$ cat src/rtl/qbert_pkg.sv
// Shared types and helpers for the Q*bert move controller: jump codes,
// layer state codes, cube indexing and request priority.
package qbert_pkg;

  typedef enum logic [2:0] {
    JUMP_NONE = 3'd0,
    JUMP_DR   = 3'd1,
    JUMP_DL   = 3'd2,
    JUMP_UR   = 3'd3,
    JUMP_UL   = 3'd4
  } jump_t;

  typedef enum logic [2:0] {
    QL_START = 3'd0,
    QL_JUMP  = 3'd1,
    QL_IDLE  = 3'd2,
    QL_KO    = 3'd3
  } qlayer_state_t;

  // Cube (r,c) sits at r(r+1)/2 + c; index 0 is the apex.
  function automatic int unsigned cube_index(input int unsigned r, input int unsigned c);
    return (r * (r + 1)) / 2 + c;
  endfunction

  // Simultaneous requests resolve DR > DL > UR > UL.
  function automatic jump_t pick_jump(input logic dr, input logic dl,
                                      input logic ur, input logic ul);
    if (dr) return JUMP_DR;
    if (dl) return JUMP_DL;
    if (ur) return JUMP_UR;
    if (ul) return JUMP_UL;
    return JUMP_NONE;
  endfunction

endpackage

$ cat src/rtl/qbert_pyramid_nav.sv
// Combinational neighbour lookup: from (row, col) and a jump direction,
// returns the target cube and whether the jump leaves the pyramid.
module qbert_pyramid_nav
  import qbert_pkg::*;
#(
  parameter int unsigned N_ROWS = 7,
  parameter int unsigned N_cube = 28,
  parameter int unsigned RW     = 3
) (
  input  logic [RW-1:0]     row,
  input  logic [RW-1:0]     col,
  input  jump_t             dir,
  output logic [RW-1:0]     next_row,
  output logic [RW-1:0]     next_col,
  output logic [N_cube-1:0] next_onehot,
  output logic              bad
);

  int unsigned r, c, nr, nc;

  always_comb begin
    r   = 32'(row);
    c   = 32'(col);
    nr  = r;
    nc  = c;
    bad = 1'b0;
    case (dir)
      JUMP_DR: begin
        bad = (r + 1 == N_ROWS);
        nr  = r + 1;
        nc  = c + 1;
      end
      JUMP_DL: begin
        bad = (r + 1 == N_ROWS);
        nr  = r + 1;
      end
      // Up moves only decrement when legal, so no wrap leaks into next_row/col.
      JUMP_UR: begin
        bad = (r == 0) || (c + 1 > r);
        if (!bad) nr = r - 1;
      end
      JUMP_UL: begin
        bad = (r == 0) || (c == 0);
        if (!bad) begin
          nr = r - 1;
          nc = c - 1;
        end
      end
      default: bad = 1'b0;
    endcase
    next_row    = RW'(nr);
    next_col    = RW'(nc);
    next_onehot = bad ? '0 : (N_cube'(1) << cube_index(nr, nc));
  end

endmodule

$ cat src/rtl/qbert_move_ctrl.sv
// Q*bert jump command initiator: turns direction pulses into layer commands,
// tracks the current cube, visited mask and jump/fall statistics.
// Define QBERT_CMD_QUEUE_EN to add a one-entry buffer for requests made while busy.
module qbert_move_ctrl
  import qbert_pkg::*;
#(
  parameter int unsigned N_ROWS = 7,
  parameter int unsigned N_cube = N_ROWS * (N_ROWS + 1) / 2
) (
  input  logic              clk,
  input  logic              reset,
  input  logic              e_start_qb,
  input  logic              req_dr,
  input  logic              req_dl,
  input  logic              req_ur,
  input  logic              req_ul,
  input  logic              done_move,
  input  logic [2:0]        state_qb,
  output logic [2:0]        e_jump_qb,
  output logic [N_cube-1:0] e_next_qb,
  output logic [N_cube-1:0] position_qb,
  output logic              e_bad_jump,
  output logic [N_cube-1:0] cube_visited,
  output logic [15:0]       jump_cnt,
  output logic [3:0]        fall_cnt,
  output logic              busy
);

  localparam int unsigned RW = (N_ROWS > 1) ? $clog2(N_ROWS) : 1;
  localparam logic [N_cube-1:0] APEX = N_cube'(1);

  typedef enum logic [2:0] {
    S_IDLE      = 3'd0,
    S_WAIT_ACK  = 3'd1,
    S_WAIT_DONE = 3'd2,
    S_COMMIT    = 3'd3,
    S_WAIT_KO   = 3'd4,
    S_WAIT_IDLE = 3'd5
  } fsm_t;

  fsm_t              state;
  logic [RW-1:0]     row, col, tgt_row, tgt_col, nav_row, nav_col;
  logic [N_cube-1:0] nav_onehot;
  logic              nav_bad;
  jump_t             req_dir, issue_dir;

  assign req_dir = pick_jump(req_dr, req_dl, req_ur, req_ul);

`ifdef QBERT_CMD_QUEUE_EN
  logic  q_valid;
  jump_t q_dir;

  assign issue_dir = q_valid ? q_dir : req_dir;

  // Buffer the first request seen while a good jump may still be pending.
  always_ff @(posedge clk) begin
    if (!reset || e_start_qb) begin
      q_valid <= 1'b0;
      q_dir   <= JUMP_NONE;
    end else if (state == S_IDLE) begin
      q_valid <= 1'b0;
    end else if (state == S_WAIT_DONE && done_move && e_bad_jump) begin
      q_valid <= 1'b0;
    end else if ((state inside {S_WAIT_ACK, S_WAIT_DONE, S_COMMIT}) &&
                 !q_valid && req_dir != JUMP_NONE) begin
      q_valid <= 1'b1;
      q_dir   <= req_dir;
    end
  end
`else
  assign issue_dir = req_dir;
`endif

  qbert_pyramid_nav #(
    .N_ROWS (N_ROWS),
    .N_cube (N_cube),
    .RW     (RW)
  ) u_nav (
    .row         (row),
    .col         (col),
    .dir         (issue_dir),
    .next_row    (nav_row),
    .next_col    (nav_col),
    .next_onehot (nav_onehot),
    .bad         (nav_bad)
  );

  // Restart behaves like reset but keeps the statistics counters.
  always_ff @(posedge clk) begin
    if (!reset || e_start_qb) begin
      state        <= S_IDLE;
      row          <= '0;
      col          <= '0;
      tgt_row      <= '0;
      tgt_col      <= '0;
      position_qb  <= APEX;
      e_next_qb    <= APEX;
      e_jump_qb    <= JUMP_NONE;
      e_bad_jump   <= 1'b0;
      cube_visited <= '0;
      busy         <= 1'b0;
      if (!reset) begin
        jump_cnt <= '0;
        fall_cnt <= '0;
      end
    end else begin
      case (state)
        S_IDLE: begin
          if (issue_dir != JUMP_NONE) begin
            state      <= S_WAIT_ACK;
            busy       <= 1'b1;
            e_jump_qb  <= issue_dir;
            e_next_qb  <= nav_onehot;
            e_bad_jump <= nav_bad;
            tgt_row    <= nav_row;
            tgt_col    <= nav_col;
          end
        end
        S_WAIT_ACK: begin
          if (!done_move) state <= S_WAIT_DONE;
        end
        S_WAIT_DONE: begin
          if (done_move) state <= e_bad_jump ? S_WAIT_KO : S_COMMIT;
        end
        S_COMMIT: begin
          position_qb  <= e_next_qb;
          row          <= tgt_row;
          col          <= tgt_col;
          cube_visited <= cube_visited | e_next_qb;
          if (jump_cnt != 16'hFFFF) jump_cnt <= jump_cnt + 16'd1;
          e_jump_qb    <= JUMP_NONE;
          busy         <= 1'b0;
          state        <= S_IDLE;
        end
        S_WAIT_KO: begin
          if (state_qb == QL_START) begin
            fall_cnt    <= fall_cnt + 4'd1;
            position_qb <= APEX;
            row         <= '0;
            col         <= '0;
            e_next_qb   <= APEX;
            e_jump_qb   <= JUMP_NONE;
            e_bad_jump  <= 1'b0;
            state       <= S_WAIT_IDLE;
          end
        end
        S_WAIT_IDLE: begin
          if (state_qb == QL_IDLE) begin
            state <= S_IDLE;
            busy  <= 1'b0;
          end
        end
        default: begin
          state <= S_IDLE;
          busy  <= 1'b0;
        end
      endcase
    end
  end

endmodule

$ cat config.mk
export PLATFORM = sky130hd
export DESIGN_NAME = qbert_move_ctrl
export DESIGN_NICKNAME = d
export VERILOG_FILES = /design/src/rtl/qbert_pkg.sv /design/src/rtl/qbert_pyramid_nav.sv /design/src/rtl/qbert_move_ctrl.sv
export SDC_FILE = /design/constraint.sdc
export NUM_CORES = 1
export LEC_CHECK = 0
export ABC_CLOCK_PERIOD_IN_PS = 17600
export CAP_MARGIN = 20
export CELL_PAD_IN_SITES_DETAIL_PLACEMENT = 1
export CELL_PAD_IN_SITES_GLOBAL_PLACEMENT = 1
export CORE_MARGIN = 1.5
export CORE_UTILIZATION = 44
export DETAILED_ROUTE_END_ITERATION = 10
export GPL_TIMING_DRIVEN = 0
export PLACE_DENSITY = 0.76
export SLEW_MARGIN = 20
export SYNTH_ARGS = -nofsm -noshare
export SYNTH_HDL_FRONTEND = slang
export SYNTH_HIERARCHICAL = 1
export SYNTH_SLANG_ARGS = --single-unit
$ cat constraint.sdc
create_clock -name clk -period 17.6 [get_ports clk]
set_input_delay 3.52 -clock clk [delete_from_list [all_inputs] [get_ports clk]]
set_output_delay 3.52 -clock clk [all_outputs]
set_load 0.005 [all_outputs]
# After elaboration in Yosys (flattened, before gate mapping)
# Cells that the tools add are included.
word_totals:
  reg_bits: 124
  input_bits: 11
  output_inout_bits: 109
  wordCells: 125
op_classes:
  n_addsub: 8
  n_mul: 1
  n_lt_le_gt_ge: 1
  n_eq_ne: 18
  n_shift: 1
  mux: 55
  n_bitwise: 2
  reduce_logical: 26
op_table:
  columns: ["op", "count"]
  rows:
  - ["one-hot mux 28 bit (2 select lines)", 2]
  - ["2-to-1 mux 32 bit", 3]
  - ["one-hot mux 32 bit (3 select lines)", 1]
  - ["2-to-1 mux 28 bit", 3]
  - ["2-to-1 mux 16 bit", 4]
  - ["one-hot mux 32 bit (2 select lines)", 1]
  - ["2-to-1 mux 3 bit", 16]
  - ["adder 31 x 32 -> 32 bit", 1]
  - ["adder 32 x 1 -> 32 bit, second input constant", 1]
  - ["greater-than comparator 32 x 3 -> 1 bit", 1]
  - ["multiplier 32 x 32 -> 32 bit", 1]
  - ["<< shifter 1 x 32 -> 28 bit, first input constant", 1]
  - ["bitwise OR 28 bit", 1]
  - ["adder 16 x 1 -> 16 bit, second input constant", 1]
  - ["2-to-1 mux 4 bit", 4]
  - ["inequality test 16 bit, second input constant", 1]
  - ["== test 3 x 2 -> 1 bit, second input constant", 5]
  - ["one-hot mux 3 bit (5 select lines)", 1]
  - ["AND reduction 3 bit", 5]
  - ["2-to-1 mux 1 bit", 14]
  - ["zero test 3 bit", 4]
  - ["inequality test 2 bit, second input constant", 6]
  - ["one-hot mux 3 bit (2 select lines)", 2]
  - ["nonzero test 2 bit", 6]
  - ["17 further kinds", 27]

# Logic depth before layout (Yosys ltp)
# Gate-level depths: netlist of the first run.
depth:
  word_depth: 21
  ltp_mapped: 57
  ltp_nobuf: 55

# Cells and area by module
# The synthesis of the first run kept the hierarchy.
modules_own_cells:
  columns: ["module", "n_inst", "cells_each", "area_per_inst_um2"]
  rows:
  - ["qbert_pyramid_nav", 1, 1354, 11736.3]
  - ["qbert_move_ctrl", 1, 445, 4569.4]

# Worst setup path before layout of the first run
# Ideal clock, no wire load.
synth_timing:
  kind: "in2reg"
  start: "input req_dl"
  end: "register e_next_qb[26]"
  setup_time_ps: 59
  arrival_ps: 14819
  t_required_ps: 17541
  path_slack_ps: 2722
  cell_stages: 49
  path_cell_list: "inv_1 -> a21oi_1 -> inv_1 -> clkbuf_1 -> inv_1 -> or3_1 -> o311ai_0 -> o21ai_0 -> o221ai_1 -> xnor2_1 -> inv_1 -> clkbuf_1 -> ha_1 -> nand2b_1 -> inv_1 -> fa_1 -> fa_1 -> inv_1 -> (+13 left out) -> o221a_2 -> o41ai_1 -> o21bai_1 -> a211oi_1 -> nor2_1 -> ha_1 -> clkbuf_1 -> o22ai_1 -> or4_1 -> nor4_1 -> nor4b_2 -> o2111ai_1 -> nor4_1 -> and4_1 -> nand4_4 -> buf_6 -> nor4_2 -> a22o_1"
synth_between:
  elab_chain_len: 17
  word_cells_on_any_way: 27
  classes_between: "2 x add/sub; 1 x mul; 5 x eq/ne; 1 x shift; 15 x mux; 3 x reduce/logical"
synth_lines:
  columns: ["element", "line_no", "rtl"]
  rows:
  - ["start: declaration", "qbert_move_ctrl.sv:14", "input logic req_dl,"]
  - ["2-to-1 mux 3 bit", "qbert_pkg.sv:29", "if (dl) return JUMP_DL;"]
  - ["2-to-1 mux 3 bit", "qbert_pkg.sv:30", "if (ur) return JUMP_UR;"]
  - ["2-to-1 mux 3 bit", "qbert_pkg.sv:31", "if (ul) return JUMP_UL;"]
  - ["2-to-1 mux 3 bit", "qbert_pkg.sv:32", "return JUMP_NONE;"]
  - ["2-to-1 mux 3 bit", "qbert_pkg.sv:31", null]
  - ["2-to-1 mux 3 bit *", "qbert_pkg.sv:30", null]
  - ["2-to-1 mux 3 bit *", "qbert_pkg.sv:29", null]
  - ["named net issue_dir[0]", "qbert_move_ctrl.sv:45", "jump_t req_dir, issue_dir;"]
  - ["(+3 left out)", null, null]
  - ["named net nav_row[2]", "qbert_move_ctrl.sv:42", "logic [RW-1:0] row, col, tgt_row, tgt_col, nav_row, nav_col;"]
  - ["adder 32 x 1 -> 32 bit", "qbert_pkg.sv:22", "return (r * (r + 1)) / 2 + c;"]
  - ["multiplier 32 x 32 -> 32 bit *", "qbert_pkg.sv:22", null]
  - ["adder 31 x 32 -> 32 bit *", "qbert_pkg.sv:22", null]
  - ["<< shifter 1 x 32 -> 28 bit *", "qbert_pyramid_nav.sv:53", "next_onehot = bad ? '0 : (N_cube'(1) << cube_index(nr, nc));"]
  - ["2-to-1 mux 28 bit *", "qbert_pyramid_nav.sv:53", null]
  - ["named net nav_onehot[26]", "qbert_move_ctrl.sv:43", "logic [N_cube-1:0] nav_onehot;"]
  - ["2-to-1 mux 28 bit *", "qbert_move_ctrl.sv:109", "if (issue_dir != JUMP_NONE) begin"]
  - ["one-hot mux 28 bit (2 select lines) *", "qbert_move_ctrl.sv:107", "case (state)"]
  - ["end signal: assignment", "qbert_move_ctrl.sv:113", "e_next_qb <= nav_onehot;"]
  - ["end: declaration", "qbert_move_ctrl.sv:20", "output logic [N_cube-1:0] e_next_qb,"]
# Mark *: on every way through the listed nets, which the timed path passes. The rest lies on a longest branch. The select of a mux whose other input is x is not followed.
# A chain may end at the register's enable or synchronous reset.

# Worst setup path in the final report of the first run
layout_timing:
  start: "input req_dl"
  end: "register e_next_qb[19]"
# Same word-level chain as after synthesis.

==> qor.yml, run 1 <==
run_status:
  outcome: "complete, no violations"
critical_path:
  crit_fanout: 12
  cp.arrival_ns: 17.27
  cpPeakStageDelay_ns: 0.72
  critical_path_class: "primary input to flip-flop"
  cp_common_cell: "fa_1"
  cp-start-kind: "primary input"
  cp.required_ns: 17.96
  critPathSlowestCell: "fa_1"
  end_kind: "flip-flop"
placement:
  hpwlAfterDp_um: 37940
  place_ws_ns: -0.5139
  numPortBuffers: 119
  gp_congestion: 0.8838
  place_area_mm2: 0.01813
sta:
  slew_headroom_pct: 25.32
  fmax_ghz: 0.05915
  min_period_over_period_pct: 96.06
  tightest_slew_ns: 1.120
  tns_ns: 0
  setup_violations: 0
  final.min_clock_period_ns: 16.91
  finalHoldViolCount: 0
  maxSlewViolCount: 0
  fin_ws_ns: 0.6932
  fin_skew_ns: 0.006666
drt:
  route.detailed.drc: 0
  via_per_inst: 5.471
  ant_nets: 0
  vias: 13310
  drt_first_iter_violations: 476
  firstDrtPassIters: 7
  wire_per_inst_um: 18.85
  routed_wl_um: 45860
layout:
  multi_input_area_mm2: 0.01212
  drive_gt1_share_pct: 6.819
  final_common_cell: "inv_1"
  antennaDiodeCount: 0
  seqCellArea_mm2: 0.002683
  fill_cells: 4238
  final_area_mm2: 0.01886
  layout_common_cells: "inv_1 (347), fa_1 (211), ha_1 (182), nor2_1 (168), clkdlybuf4s50_1 (119)"
  nets: 2360
  area_growth_pct: 15.68
global_route:
  grt_pass1_vias: 14680
  grt_antenna_before_repair: 0
  grt_max_degree: 28
  grt_pass1_wl_um: 76720
  grtUsageTotal_pct: 25.07
  grt_overflow_total: 0
clock_network:
  root_buffer: "clkbuf_16"
  h-tree-depth: 4
  cts_buffers: 17
  clk_latency_ns: 0.42
  cts_tree: "built"
  clock_sinks: 124
  clockBufferDepth: 2
  ctsHoldBuffers: 0
  path_clk_slew_ns: 0.06
floorplan:
  die_w_um: 195.5
  core_mm2: 0.03652
  row_count: 70
  die_height_um: 195.5
  initial_core_util_pct: 44.65
  num_io_pins: 120
  die-area_mm2: 0.03822
synth:
  syn_avg_cell_area_um2: 9.064
  syn_inst: 1799
  synth_top_flop_cell: "dfxtp_1"
  yosys_warnings: 6
  synth-edff-count: 20
  ys_seq_elements: 124
  netlist_area_mm2: 0.01631
  synth-seq-area-share_pct: 16.45
  synthArstFlopShare_pct: 0
  yosys.cell_types.count: 88
worst_hold_path:
  hold_class: "flip-flop to flip-flop"
power_and_ir_drop:
  powerDensity_mw_per_mm2: 41.53
  peakVddDrop_mv: 0.06229
  p_leak_nw: 8.375
  total_power_mw: 0.7833
flow_run:
  maxCapViolCount: 0
==> final timing paths <==
path	startpoint	end	slack (ns)	depth (start not counted)
max	req_dl	e_next_qb[19]	0.69	46
min	cube_visited[19]	cube_visited[19]	0.47	2
max reg2reg	col[0]	e_next_qb[19]	3.22	45
min reg2reg	cube_visited[19]	cube_visited[19]	0.47	2
==> flip-flops by register name, indices dropped and copies added, names as in the netlist <==
signal,flops
busy,1
col,3
cube_visited,28
e_bad_jump,1
e_jump_qb,3
e_next_qb,28
fall_cnt,4
jump_cnt,16
position_qb,28
row,3
state,3
tgt_col,3
tgt_row,3
==> synthesized netlist by cell type (all sizes together), types with 17 or more instances <==
cell type	n	area [um^2]
inv	351	1318
fa	214	4284
ha	183	2290
nor2	173	654.4
dfxtp	104	2082
nand2	93	349.1
a21oi	86	434.2
xnor2	61	534.3
o21ai	46	230.2
a22oi	34	255.2
nor4	34	346.6
nand2b	33	206.5
a22o	29	254.0
clkbuf	29	108.9
nand3	29	150.1
buf	24	153.9
xor2	24	210.2
edfxtp	20	600.6
a21o	19	142.6
nor3	17	90.09
==> power breakdown <==
part	total, mW	internal [mW]	switching, mW
sequential	0.297	0.292	0.00441
clock	0.353	0.215	0.138
combinational	0.133	0.0487	0.0846
total	0.783	0.556	0.227
==> per-stage QoR <==
step | util (%) | std cells | hold slack [ns]
after detailed placement | 49.64 | 2392 | 0.4575
after global placement | 49.56 | 2391 | 0.4494
after floorplan | - | 1804 | 0.4604
after CTS | 51.28 | 2422 | 0.4731
after global routing | 51.65 | 2433 | 0.5011
final | 51.65 | 2433 | 0.4675
==> what timing repair did <==
item / in CTS / in global routing
gates resized for setup: 2 / 25
pin swaps: 0 / 1
setup endpoints to repair: 23 / 28
buffers inserted: 0 / 12
==> worst max-delay path, delay by kind of cell <==
kind / cells / cell delay [ns]
XOR/XNOR: 1 / 0.33
AND/OR/NAND/NOR: 14 / 2.91
buffers and inverters: 8 / 1.82
adder cells (fa/ha/maj): 12 / 5.82
AO/OA/AOI/OAI: 11 / 2.83
==> metal layers <==
layer	track usage [%]	wire length (um)	part of all wire [%]
met4	5.713	742	1.6
met2	46.94	24370	53
met1	30.87	19280	42
met5	0	0	0
met3	2.453	1473	3.2
==> cell type report <==
cell class | instances | area share, %
multi-input cells | 1275 | 64.23
clock buffers | 18 | 2.328
plain buffers | 50 | 1.366
inverters | 352 | 7.064
repair buffers | 132 | 6.852
clock inverters | 14 | 0.8291
well taps | 468 | 3.104
flip-flops and latches | 124 | 14.22
==> logic make-up after synthesis <==
kind of cell,share of synthesized area (%)
and+or+nand+nor,14.47
buffers and inverters,9.714
adders and majority gates,40.32
AOI/OAI and AO/OA,13.61
DFF,16.45
xor gates and xnor gates,4.566
muxes,0.8211
other,0.04606
Note: power is estimated with default switching activity, not from simulation.
==> inputs of run 2 (changes only) <==
Settings changed: ABC_CLOCK_PERIOD_IN_PS 17600 to default.
==> results of run 2 <==
No change in the layout: final DEF, timing and power equal those of run 1.
==> inputs of run 3 (changes only) <==
Settings changed: ABC_AREA from default to 1, CELL_PAD_IN_SITES_DETAIL_PLACEMENT 1 to 2, CELL_PAD_IN_SITES_GLOBAL_PLACEMENT 1 to 2, CORE_UTILIZATION 44 to 36, PLACE_DENSITY 0.76 to 0.81.
==> qor.yml, run 3 <==
layout:
  drive_gt1_share_pct: 5.079  # -1.7 points
  nets: 2856  # +21%
  final_common_cell: "inv_1"
  area_growth_pct: 15.04
  reg.largest.list: "cube_visited: 28 flops, e_next_qb: 28 flops, position_qb: 28 flops"
  antennaDiodeCount: 0  # unchanged
  layout_common_cells: "inv_1 (558), nand2_1 (504), fa_1 (213), ha_1 (183), nor2_1 (163)"
  final_area_mm2: 0.01979  # +4.9%
  postLayoutCoreUtil_pct: 42.24  # -9.4 points
sta:
  fmax_ghz: 0.05998  # +1.4%
  tightest_slew_ns: 0.9753  # -0.1449 ns
  min_period_over_period_pct: 94.73  # -1.3 points
  slew_headroom_pct: 34.91  # +9.6 points
  maxSlewViolCount: 0  # unchanged
  fin_skew_ns: 0.008101  # +0.001435 ns
  tns_ns: 0  # unchanged
  setup_violations: 0  # unchanged
  rsz0062_at_grt: "no"
  final.min_clock_period_ns: 16.67  # -0.2345 ns
  finalHoldViolCount: 0  # unchanged
synth:
  syn_inst: 2305  # +28%
  yosys_warnings: 6  # unchanged
  yosysMostFrequentCell: "inv_1"
  netlist_area_mm2: 0.01720  # +5.5%
  yosys.cell_types.count: 49  # -44%
  yosys-top-cells-count: "inv_1 (559), nand2_1 (504), fa_1 (214), ha_1 (183), nor2_1 (163)"
  synthTopCellsByArea: "fa_1 (25%), ha_1 (13%), inv_1 (12%), dfxtp_1 (12%), nand2_1 (11%)"
  synth_top_flop_cell: "dfxtp_1"
  synth-seq-area-share_pct: 15.59  # -0.86 points
  ys_seq_elements: 124  # unchanged
  synth-edff-count: 20  # unchanged
  synthArstFlopShare_pct: 0  # unchanged
  synth_top_area_share_pct: 24.91  # -1.4 points
  syn_avg_cell_area_um2: 7.463  # -18%
  synth_area_leader_cell: "fa_1"
global_route:
  grt_pass1_wl_um: 99840  # +30%
  grt_pass1_vias: 18280  # +25%
  grtUsageTotal_pct: 25.83  # +0.77 points
  grt_max_degree: 28  # unchanged
  grt_overflow_total: 0  # unchanged
  grt_antenna_before_repair: 0  # unchanged
placement:
  hpwlAfterDp_um: 53150  # +40%
  numPortBuffers: 119  # unchanged
  place_area_mm2: 0.01918  # +5.8%
  gp_congestion: 0.8758  # -0.91%
critical_path:
  cp.required_ns: 17.96  # about the same
  cp.arrival_ns: 17.04  # -0.23 ns
  cpPeakStageDelay_ns: 0.75  # +0.03 ns
  rrSetupSlack_ns: 3.80  # +0.58 ns
  end_kind: "flip-flop"
  cp-start-kind: "primary input"
  critPathSlowestCell: "fa_2"
  crit_fanout: 21  # +9
  critical_path_class: "primary input to flip-flop"
worst_hold_path:
  hold_class: "flip-flop to flip-flop"
floorplan:
  num_io_pins: 120  # unchanged
  core_mm2: 0.04685  # +28%
  initial_core_util_pct: 36.71  # -7.9 points
  die_height_um: 221.6  # +13%
  die_w_um: 221.6  # +13%
  die-area_mm2: 0.04910  # +28%
  row_count: 79  # +13%
clock_network:
  path_clk_slew_ns: 0.06  # about the same
  clk_latency_ns: 0.43  # about the same
  ctsHoldBuffers: 0  # unchanged
  cts_setup_buffers: 0  # unchanged
  ctsResizeCount: 0  # -2
  clock_sinks: 124  # unchanged
  cts_tree: "built"
  h-tree-depth: 4  # unchanged
  root_buffer: "clkbuf_16"
  cts_buffers: 17  # unchanged
  clockBufferDepth: 2  # unchanged
run_status:
  outcome: "complete, no violations"
drt:
  drt_first_iter_violations: 449  # -5.7%
  wire_per_inst_um: 20.03  # +6.3%
  vias: 15430  # +16%
  ant_nets: 0  # unchanged
  routed_wl_um: 61460  # +34%
  via_per_inst: 5.029  # -8.1%
  firstDrtPassIters: 4  # -3
  route.detailed.drc: 0  # unchanged
flow_run:
  maxCapViolCount: 0  # unchanged
power_and_ir_drop:
  powerDensity_mw_per_mm2: 40.14  # -3.3%
  peakVddDrop_mv: 0.06797  # +9.1%
  p_leak_nw: 9.799  # +17%
  total_power_mw: 0.7942  # +1.4%
## run 3: cell count changes in the layout (fill, tap and decap cells not counted), sizes merged, moves of 17 or more
cell and delta:
inv +229, nand2b -33, a22o -29, nor4 -33, xnor2 -37, nand4 +17
a22oi -34, nand2 +427, nand3 +87, a21oi +56
## run 3: logic make-up (layout without fill, tap and decap cells)
kind of cell / Yosys count / count (layout) / share of synthesized area, %
AND/OR/NAND/NOR: 890 / 890 / 22.47
flip-flops: 124 / 124 / 15.60
other: 2 / 7 / 0.04366
XOR/XNOR: 62 / 62 / 3.157
adder cells (fa/ha/maj): 397 / 397 / 38.22
buffers and inverters: 616 / 767 / 13.91
AO/OA/AOI/OAI: 214 / 214 / 6.605
## run 3: cell type report
| type | count | area, um^2 |
|---|---|---|
| clock inverters | 15 | 177.7 |
| multi-input cells | 1570 | 12150 |
| repair buffers | 119 | 1191 |
| well taps | 607 | 759.5 |
| inverters | 580 | 2188 |
| fillers | 5463 | 27060 |
| flip-flops and latches | 124 | 2683 |
| clock buffers | 17 | 425.4 |
| plain buffers | 36 | 211.5 |
## run 3: path summary, 6_finish.rpt
path                    start                to  cells after the start
max                    req_ur      e_next_qb[0]                     50
min          cube_visited[13]  cube_visited[13]                      2
max reg2reg            col[0]      e_next_qb[0]                     55
min reg2reg  cube_visited[13]  cube_visited[13]                      2
## run 3: worst max-delay path: cells and delay by family
family | cells | cell delay, ns
xor gates and xnor gates | 1 | 0.26
AOI/OAI and AO/OA | 6 | 1.29
buffers and inverters | 10 | 2.09
adders and majority gates | 11 | 5.50
and+or+nand+nor | 22 | 4.31
## run 3: metrics by stage
| stage | instances | setup slack [ns] | hold slack (ns) |
|---|---|---|---|
| final | 3068 | 0.9277 | 0.4573 |
| after global routing | 3068 | 0.03320 | 0.4807 |
| after floorplan | 2310 | 3.817 | 0.4449 |
| after detailed placement | 3036 | 0.2777 | 0.4490 |
| after global placement | 3036 | 0.7812 | 0.4377 |
| after CTS | 3068 | 0.7042 | 0.4585 |
## run 3: routing by layer
layer / global-route usage, % / vias to the layer above / part of all wire, %
met5: 0 / - / 0
met4: 7.335 / 0 / 2.3
met3: 2.359 / 85 / 1.8
met2: 51.14 / 212 / 55
met1: 29.00 / 7859 / 41
li1: - / 7274 / -
## run 3: where the power goes
group          internal (mW)  switching, mW
clock network          0.214          0.150
logic                 0.0429         0.0911
registers              0.293        0.00425
total                  0.549          0.245
